==> src/rtl/key_event_scheduler.sv <==
// Diffs successive HID key snapshots and streams make/break scan-code events
// on a valid/ready port, with an idle gap after every accepted event.
module key_event_scheduler #(
    parameter int SLOTS      = 14,
    parameter int CODE_W     = 9,
    parameter int GAP_CYCLES = 4
) (
    input  logic                    clk,
    input  logic                    reset,
    input  logic                    fifo_ready,
    input  logic [SLOTS*CODE_W-1:0] fifo_din,
    output logic                    fifo_rd,
    input  logic                    clear,
    output logic                    evt_valid,
    input  logic                    evt_ready,
    output logic [CODE_W-1:0]       evt_code,
    output logic                    evt_break,
    output logic                    busy,
    output logic [2:0]              dbg_state
);
    localparam int REPORT_W = SLOTS * CODE_W;
    localparam int IDX_W    = $clog2(SLOTS + 1);
    localparam int GAP_W    = (GAP_CYCLES > 2) ? $clog2(GAP_CYCLES - 1) : 1;

    typedef enum logic [2:0] {
        S_IDLE,
        S_SCAN_BRK,
        S_SCAN_MK,
        S_EMIT,
        S_GAP,
        S_COMMIT
    } state_t;

    state_t              state_q;
    logic [REPORT_W-1:0] prev_q;
    logic [REPORT_W-1:0] cur_q;
    logic [IDX_W-1:0]    idx_q;
    logic [GAP_W-1:0]    gap_cnt_q;
    logic                evt_valid_q;
    logic [CODE_W-1:0]   evt_code_q;
    logic                evt_break_q;
    logic                busy_q;

    logic [REPORT_W-1:0] scan_own_d;
    logic [REPORT_W-1:0] scan_other_d;
    logic [CODE_W-1:0]   scan_code_d;
    logic                scan_hit_d;
    logic                phase_brk_d;
    state_t              adv_state_d;
    logic [IDX_W-1:0]    adv_idx_d;

    // Slot n is 1-based; slot 1 sits in the most significant bits.
    function automatic logic [CODE_W-1:0] slot_code(input logic [REPORT_W-1:0] r, input int n);
        if (n < 1 || n > SLOTS) begin
            return '0;
        end
        return r[REPORT_W - n*CODE_W +: CODE_W];
    endfunction

    // A slot qualifies when it is active in its own snapshot (nonzero, first
    // occurrence) and its code appears nowhere in the other snapshot.
    always_comb begin
        scan_own_d   = (state_q == S_SCAN_MK) ? cur_q : prev_q;
        scan_other_d = (state_q == S_SCAN_MK) ? prev_q : cur_q;
        scan_code_d  = slot_code(scan_own_d, int'(idx_q));
        scan_hit_d   = (scan_code_d != '0);
        for (int j = 1; j <= SLOTS; j++) begin
            if (j < int'(idx_q) && slot_code(scan_own_d, j) == scan_code_d) begin
                scan_hit_d = 1'b0;
            end
            if (slot_code(scan_other_d, j) == scan_code_d) begin
                scan_hit_d = 1'b0;
            end
        end
    end

    // Where the scan goes after the current slot; EMIT and GAP recover the
    // phase from the polarity of the event just sent.
    always_comb begin
        phase_brk_d = (state_q == S_SCAN_BRK) ||
                      ((state_q == S_EMIT || state_q == S_GAP) && evt_break_q);
        adv_state_d = phase_brk_d ? S_SCAN_BRK : S_SCAN_MK;
        adv_idx_d   = idx_q + IDX_W'(1);
        if (idx_q == IDX_W'(SLOTS)) begin
            adv_state_d = phase_brk_d ? S_SCAN_MK : S_COMMIT;
            adv_idx_d   = IDX_W'(1);
        end
    end

    // Handshake: an event transfers on a rising clk edge where evt_valid and
    // evt_ready are both high; evt_code/evt_break hold until that edge and
    // evt_valid never drops without a transfer. GAP lasts GAP_CYCLES-1 cycles
    // so the following scan cycle completes the GAP_CYCLES idle cycles.
    always_ff @(posedge clk or posedge reset) begin
        if (reset) begin
            state_q     <= S_IDLE;
            prev_q      <= '0;
            cur_q       <= '0;
            idx_q       <= '0;
            gap_cnt_q   <= '0;
            evt_valid_q <= 1'b0;
            evt_code_q  <= '0;
            evt_break_q <= 1'b0;
            busy_q      <= 1'b0;
        end else begin
            case (state_q)
                S_IDLE: begin
                    if (clear) begin
                        cur_q   <= '0;
                        idx_q   <= IDX_W'(1);
                        busy_q  <= 1'b1;
                        state_q <= S_SCAN_BRK;
                    end else if (fifo_ready) begin
                        cur_q   <= fifo_din;
                        idx_q   <= IDX_W'(1);
                        busy_q  <= 1'b1;
                        state_q <= S_SCAN_BRK;
                    end
                end
                S_SCAN_BRK, S_SCAN_MK: begin
                    if (scan_hit_d) begin
                        evt_code_q  <= scan_code_d;
                        evt_break_q <= (state_q == S_SCAN_BRK);
                        evt_valid_q <= 1'b1;
                        state_q     <= S_EMIT;
                    end else begin
                        idx_q   <= adv_idx_d;
                        state_q <= adv_state_d;
                    end
                end
                S_EMIT: begin
                    if (evt_ready) begin
                        evt_valid_q <= 1'b0;
                        if (GAP_CYCLES > 1) begin
                            gap_cnt_q <= GAP_W'(GAP_CYCLES > 1 ? GAP_CYCLES - 2 : 0);
                            state_q   <= S_GAP;
                        end else begin
                            idx_q   <= adv_idx_d;
                            state_q <= adv_state_d;
                        end
                    end
                end
                S_GAP: begin
                    if (gap_cnt_q == '0) begin
                        idx_q   <= adv_idx_d;
                        state_q <= adv_state_d;
                    end else begin
                        gap_cnt_q <= gap_cnt_q - GAP_W'(1);
                    end
                end
                S_COMMIT: begin
                    prev_q  <= cur_q;
                    idx_q   <= '0;
                    busy_q  <= 1'b0;
                    state_q <= S_IDLE;
                end
                default: begin
                    busy_q  <= 1'b0;
                    state_q <= S_IDLE;
                end
            endcase
        end
    end

    assign fifo_rd   = !reset && (state_q == S_IDLE) && !clear && fifo_ready;
    assign evt_valid = evt_valid_q;
    assign evt_code  = evt_code_q;
    assign evt_break = evt_break_q;
    assign busy      = busy_q;
    assign dbg_state = state_q;

endmodule
==> config.mk <==
export PLATFORM = sky130hd
export DESIGN_NAME = key_event_scheduler
export DESIGN_NICKNAME = d
export VERILOG_FILES = /design/src/rtl/key_event_scheduler.sv
export SDC_FILE = /design/constraint.sdc
export NUM_CORES = 1
export LEC_CHECK = 0
export CAP_MARGIN = 40
export CORE_MARGIN = 5
export CORE_UTILIZATION = 35
export CTS_BUF_LIST = sky130_fd_sc_hd__clkbuf_16
export CTS_CLUSTER_SIZE = 28
export DETAILED_ROUTE_END_ITERATION = 6
export PLACE_DENSITY = 0.5
export SETUP_SLACK_MARGIN = 0.2
export SLEW_MARGIN = 20
export SYNTH_ARGS = -nofsm -noshare
export SYNTH_HDL_FRONTEND = slang
export SYNTH_SLANG_ARGS = --single-unit
==> constraint.sdc <==
create_clock -name clk -period 9.66 [get_ports clk]
set_input_delay 0.966 -clock clk [delete_from_list [all_inputs] [get_ports clk]]
set_output_delay 0.966 -clock clk [all_outputs]
set_load 0.03 [all_outputs]
* After elaboration in Yosys (flattened, before gate mapping)
Index checks and enable logic that the tools add are counted.
** Word-level totals
- Register bits after elaboration :: 273
- Logic and storage cells :: 169
** Cells by class
- $add $sub $neg :: 3
- $mul :: 1
- Magnitude comparators :: 16
- Eq/ne operators :: 40
- Shift-type cells :: 1
- Multiplexer cells :: 59
- Bitwise logic cells :: 1
- Reduce and logical (&&, ||, !) cells :: 39
** Operators with widths (number)
- $mux W126 :: 4
- $eq A9 B9 Y1 :: 28
- $shiftx A126 B9 Y9 :: 1
- $mux W1 :: 33
- $lt A4 B4 Y1 const A :: 7
- $mux W3 :: 7
- $mux W4 :: 5
- $logic_and A1 B1 Y1 :: 18
- $mux W9 :: 2
- $lt A3 B4 Y1 const A :: 4
- $pmux W4 S4 :: 1
- $pmux W3 S4 :: 1
- $reduce_and A3 Y1 :: 3
- $reduce_bool A9 Y1 :: 1
- $sub A7 B8 Y9 const A :: 1
- $lt A2 B4 Y1 const A :: 2
- $mul A4 B4 Y8 const B :: 1
- $ne A2 B2 Y1 const B :: 4
- $eq A3 B2 Y1 const B :: 2
- $eq A3 B3 Y1 const B :: 2
- $mux W2 :: 3
- $reduce_and A2 Y1 :: 3
- $reduce_bool A2 Y1 :: 3
- $add A4 B1 Y4 const B :: 1
- other kinds (19) :: 23

* Longest topological paths before layout
- Depth in word-level cells :: 36
- Mapped depth :: 30

* Least setup slack after synthesis
No wires, ideal clock.
- Path type :: input to output
- Start :: input reset
- End :: output fifo_rd
- Arrival time :: 7.373 ns
- Slack :: 1.321 ns
- Stages on the path :: 2
- Path buffers :: 0
- Path through :: inv_1 > and2_1
** Between the ends
- Longest elaborated chain between the ends :: 4
** Ends and longest elaborated chain
- start: declaration :: RTL line 9 : input logic reset,
- $logic_not A1 Y1 :: RTL line 165 : assign fifo_rd = !reset && (state_q == S_IDLE) && !clear && fifo_ready;
- $logic_and A1 B1 Y1 (3 in a row) :: RTL line 165
- end: declaration :: RTL line 12 : output logic fifo_rd,
Every way passes these cells.

* Worst setup path after layout
- Start :: register idx_q[0]
- End :: register state_q[0] (netlist: dbg_state[0])
** Between the ends
- Longest elaborated chain between the ends :: 36
- Elaborated cells between the ends (all ways) :: 98
- Those cells by class :: add/sub (1); mul (1); order compare (16); eq/ne (29); shift (1); mux (34); reduce/logical (16)
** Ends and longest elaborated chain
- start: declaration :: RTL line 37 : logic [IDX_W-1:0] idx_q;
- start signal: assignment :: RTL line 127 : idx_q <= adv_idx_d;
- start signal: assignment :: RTL line 138 : idx_q <= adv_idx_d;
- start signal: assignment :: RTL line 145 : idx_q <= adv_idx_d;
- $mul A4 B4 Y8 (tied with other cells) :: RTL line 57 : return r[REPORT_W - n*CODE_W +: CODE_W];
- $sub A7 B8 Y9 / $logic_or A1 B1 Y1 (equally long branches) :: RTL line 57, 54
- $shiftx A126 B9 Y9 / $mux W1 (equally long branches) :: RTL line 57, 54
- $mux W9 :: RTL line 57
- $eq A9 B9 Y1 :: RTL line 68 : if (j < int'(idx_q) && slot_code(scan_own_d, j) == scan_code_d) begin
- $logic_and A1 B1 Y1 :: RTL line 68
- $mux W1 :: RTL line 68
- $mux W1 :: RTL line 71 : if (slot_code(scan_other_d, j) == scan_code_d) begin
- (+20 left out)
- $mux W1 :: RTL line 68
- $mux W1 :: RTL line 71
- $mux W1 :: RTL line 68
- $mux W1 :: RTL line 71
- $mux W1 :: RTL line 68
- $mux W1 :: RTL line 71
- $mux W3 :: RTL line 121 : if (scan_hit_d) begin
- $pmux W3 S4 * :: RTL line 106 : case (state_q)
- end signal: assignment :: RTL line 128 : state_q <= adv_state_d;
- end signal: assignment :: RTL line 139 : state_q <= adv_state_d;
- end signal: assignment :: RTL line 146 : state_q <= adv_state_d;
- end: declaration :: RTL line 34 : state_t state_q;
Mark *: on every way between the ends. The rest lies on a longest branch, timed or not. The select of a mux whose other input is x is not followed.
A chain may end at the register's enable or synchronous reset.

==> impl_results.md <==
- DRC: 0
- Worst-Margin Slew: 0.988 ns
- Crit path buf inv count: 4
- Syn Nets: 2606
- Worst relative slew slack: 0.338
- Result of the run: finished, final reports clean
- Sequence of cells on the critical path: ha_1 > inv_1 > ha_1 > ha_1 > nand3_1 > a31oi_1 > buf_4 > a22o_1 > nor4_1 > a31oi_1 > nand3_1 > nand2_2 > buf_4 > xnor2_1 > a2111oi_0 > nand3_1 > o41ai_1 > nor4_1 > and3_1 > buf_12 > nor3_1 > a211oi_1
- Sum of overflow across all layers after global routing: 0
- GR Util met1: 0.428
- Clock buffers created by TritonCTS: 31
- Worst setup slack after layout: 1.43 ns
- Core area: 73000 um2
- Most instantiated flip-flop cell in the synthesis netlist: sky130_fd_sc_hd__dfrtp_1
- Kind of cell adding the most delay to the critical path: compound AO/OA/AOI/OAI gates
- Count of clock tree sinks: 273
- Final setup viols: 0
- Final-report hold violation count: 0
- Max Fclk: 121 MHz
- Sequential share of the synthesized area: 0.265
- Via count of the first global-routing pass: 22.7k
- Largest stage delay on the critical path: slightly below 0.9 ns
- Routed wire length per instance: 33.3 um
- Routed Antenna Nets: 0
- Classification of the worst-slack hold path: reg2reg
- Worst flop-to-flop path startpoint: idx_q[0]
- Commonest non-fill, non-tap cells in the layout: 481 x sky130_fd_sc_hd__mux2i_1, 272 x sky130_fd_sc_hd__dfrtp_1, 184 x sky130_fd_sc_hd__xnor2_1
- Arrival time at the worst endpoint: between 8 and 9 ns
- Maximum root-to-sink buffer count: 3
- Post-route non-filler standard cell count: around 3.5k
- Cells on Worst Hold Path: 1
- Crit path required time: 10.09 ns
- CP Class: reg2reg
- Critical hold path startpoint: gap_cnt_q[0]
- Clock network latency to the later pin of the worst-skew pair: around 0.60 ns
- CP max FO: between 40 and 50
- Most Crowded Layer GR: met1
- Unrepaired setup endpoints after global routing: false
- Met2 track utilization from global routing: 0.422
- Crit path max-delay cell type: sky130_fd_sc_hd__dfrtp_4
- DP Worst Slack: 1.72 ns
- Number of standard-cell rows in the floorplan: 99
- Port buffer count: 146
- Worst reg2reg endpoint: dbg_state[0]
- Post-route clock skew: between 0.02 and 0.025 ns
- Vias: between 20k and 25k
- Die ar.: 79100 um2
- Number of warnings printed during yosys synthesis: 0
- Count of buffers added by post-CTS timing repair for setup: 0
- Setup slack of the most critical reg-to-reg path: around 1.4 ns
- Wire length of the first global-routing pass: 169000 um
- Met3 Usage GRT: 0.0568
- Starting Density: 0.353
- Die Ht: around 280 um
- GP Congestion: 1.01
- Number of enable flip-flop cells after synthesis: 0
- Area overhead of the layout relative to synthesis: 14.5%
- Clock tree from TritonCTS: done
- Final sum of negative setup slack: 0 ns
- Post-Syn Instances: approximately 2.5k
- CTS hold repair buffers: 0
- Kind of capture point of the worst setup path: register
- Ratio of cells with drive above 1 in the final layout: 0.190
- Count of cell types in the netlist: 92
- Final worst path period need: 8.23 ns
- Fin Hold WS: 0.502 ns
- Startpoint Class: register
- FF+latch count, synth: 273
- Fraction of the cycle the final worst path needs: 0.852
- Post-placement cell count: between 3k and 4k
- CTS clock-pin slew for the worst setup and hold paths: 0.06 ns
- Proportion of register bits with asynchronous set or reset after synthesis: 1.00
- Count of nets after finishing: 2684
- Overall track demand over capacity in global routing: 0.286
- Initial antenna violation count: 2
- Most common cell after layout, fill and taps aside: sky130_fd_sc_hd__mux2i_1
- Horizontal die dimension: between 200 and 300 um
- Cell at the root of the clock tree: sky130_fd_sc_hd__clkbuf_16
- Post_cts resized: 0
- Maximum number of pins on one net before global-route repair: 124
- Synthesized area: roughly 26000 um2
- Max-slew violation count: 0
- IO Pins: 147
- HPWL after detailed placement: 89700 um
- Hold path endpoint: gap_cnt_q[0]
- R2R cell count: 22
- Routed vias/inst: 6.54
- Post-Route WL: between 100000 and 150000 um
- Initial DRT Pass Iterations: 7
- CTS H-Tree Depth: 1
- Number of DRC violations after detailed-routing iteration 0: approximately 2.7k
- Max-cap violations: 0
- Mean area per synthesized cell: 10.5 um2
==> worst max path at each step <==
stage | startpoint | to | cells past startpoint
5_1_grt | idx_q[0] | idx_q[0] | 22
3_5_place_dp | idx_q[0] | idx_q[3] | 21
3_3_place_gp | idx_q[0] | idx_q[0] | 21
4_1_cts | idx_q[0] | idx_q[3] | 21
6_report | idx_q[0] | dbg_state[0] | 22
2_1_floorplan | reset | busy | 1
==> layer usage <==
metal / vias up / wire [um]
li1: 9728 / -
met4: 2 / 3510
met5: - / 13
met2: 1183 / 50100
met3: 185 / 10200
met1: 11900 / 53400
==> cell usage after synthesis (8+ instances only) <==
library cell                number  area (um2)
sky130_fd_sc_hd__a22o_1        140        1230
sky130_fd_sc_hd__dfrtp_1       273        6830
sky130_fd_sc_hd__a31oi_1        25         156
sky130_fd_sc_hd__xor2_1         55         482
sky130_fd_sc_hd__a221oi_1       15         131
sky130_fd_sc_hd__o2111ai_1      10        87.6
sky130_fd_sc_hd__and3_1         11        68.8
sky130_fd_sc_hd__mux4_2        110        2480
sky130_fd_sc_hd__nand4_1        31         194
sky130_fd_sc_hd__nor2b_1        10        62.6
sky130_fd_sc_hd__a21oi_1        38         190
sky130_fd_sc_hd__a22oi_1        21         158
sky130_fd_sc_hd__a211oi_1       10        75.1
sky130_fd_sc_hd__inv_1          17        63.8
sky130_fd_sc_hd__nor2_1         69         259
sky130_fd_sc_hd__o311ai_0       12         105
sky130_fd_sc_hd__and2_1          8        50.1
sky130_fd_sc_hd__nand2_1       104         390
sky130_fd_sc_hd__a2111oi_0      10        87.6
sky130_fd_sc_hd__clkbuf_1      109         409
sky130_fd_sc_hd__ha_1           17         213
sky130_fd_sc_hd__o22ai_1        28         175
sky130_fd_sc_hd__buf_2          38         190
sky130_fd_sc_hd__xnor2_1       185        1620
sky130_fd_sc_hd__mux2i_1       481        4810
sky130_fd_sc_hd__o21ai_0        47         235
sky130_fd_sc_hd__buf_1          16        60.1
sky130_fd_sc_hd__mux2_2        173        1950
sky130_fd_sc_hd__a211o_1         9        78.8
sky130_fd_sc_hd__a221o_1         8        80.1
sky130_fd_sc_hd__buf_4          30         225
sky130_fd_sc_hd__nor3_1         68         340
sky130_fd_sc_hd__buf_6          23         259
sky130_fd_sc_hd__nor4_1         32         200
sky130_fd_sc_hd__o31ai_1        13        97.6
sky130_fd_sc_hd__nand3_1        54         270
sky130_fd_sc_hd__o211ai_1       14         105
==> registers in the layout, indices dropped and copies added (netlist names) <==
signal and count:
prev_q 126, dbg_state 3, evt_valid 1, evt_code 9, gap_cnt_q 2, busy 1, evt_break 1, cur_q 126
idx_q 4
==> area by class of cell <==
| type | count | area [um2] |
|---|---|---|
| fillers | 7050 | 43500 |
| multi-input cells | 1948 | 17800 |
| flip-flops and latches | 273 | 6840 |
| repair buffers | 263 | 2580 |
| well taps | 959 | 1200 |
| clock buffers | 31 | 776 |
| clock inverters | 27 | 178 |
| inverters | 18 | 76.3 |
| diodes | 1 | 2.50 |
==> through the flow <==
stage / area (um2) / utilization
2_1_floorplan: 25700 / -
3_3_place_gp: 28300 / 0.388
3_5_place_dp: 28400 / 0.390
4_1_cts: 29400 / 0.403
5_1_grt: 29500 / 0.404
6_report: 29500 / 0.404
==> worst register-to-register path, delay by kind of cell (launching register included) <==
family,cells,cell delay [ns]
DFF,1,0.88
buffers and inverters,4,0.95
AOI/OAI and AO/OA,6,2.73
adders and majority gates,3,1.12
xor gates and xnor gates,1,0.13
and+or+nand+nor,8,2.28
==> logic make-up after synthesis <==
group | after synthesis | share of synthesized area
compound gates | 493 | 0.150
fa+ha+maj | 19 | 0.00943
simple gates | 426 | 0.0825
buf+inv | 236 | 0.0484
mux | 770 | 0.363
flops | 273 | 0.265
xor+xnor | 240 | 0.0817
Power is left out: the tool's default activity adds up to more than one toggle a clock period on the data nets, which glitch-free logic cannot reach.
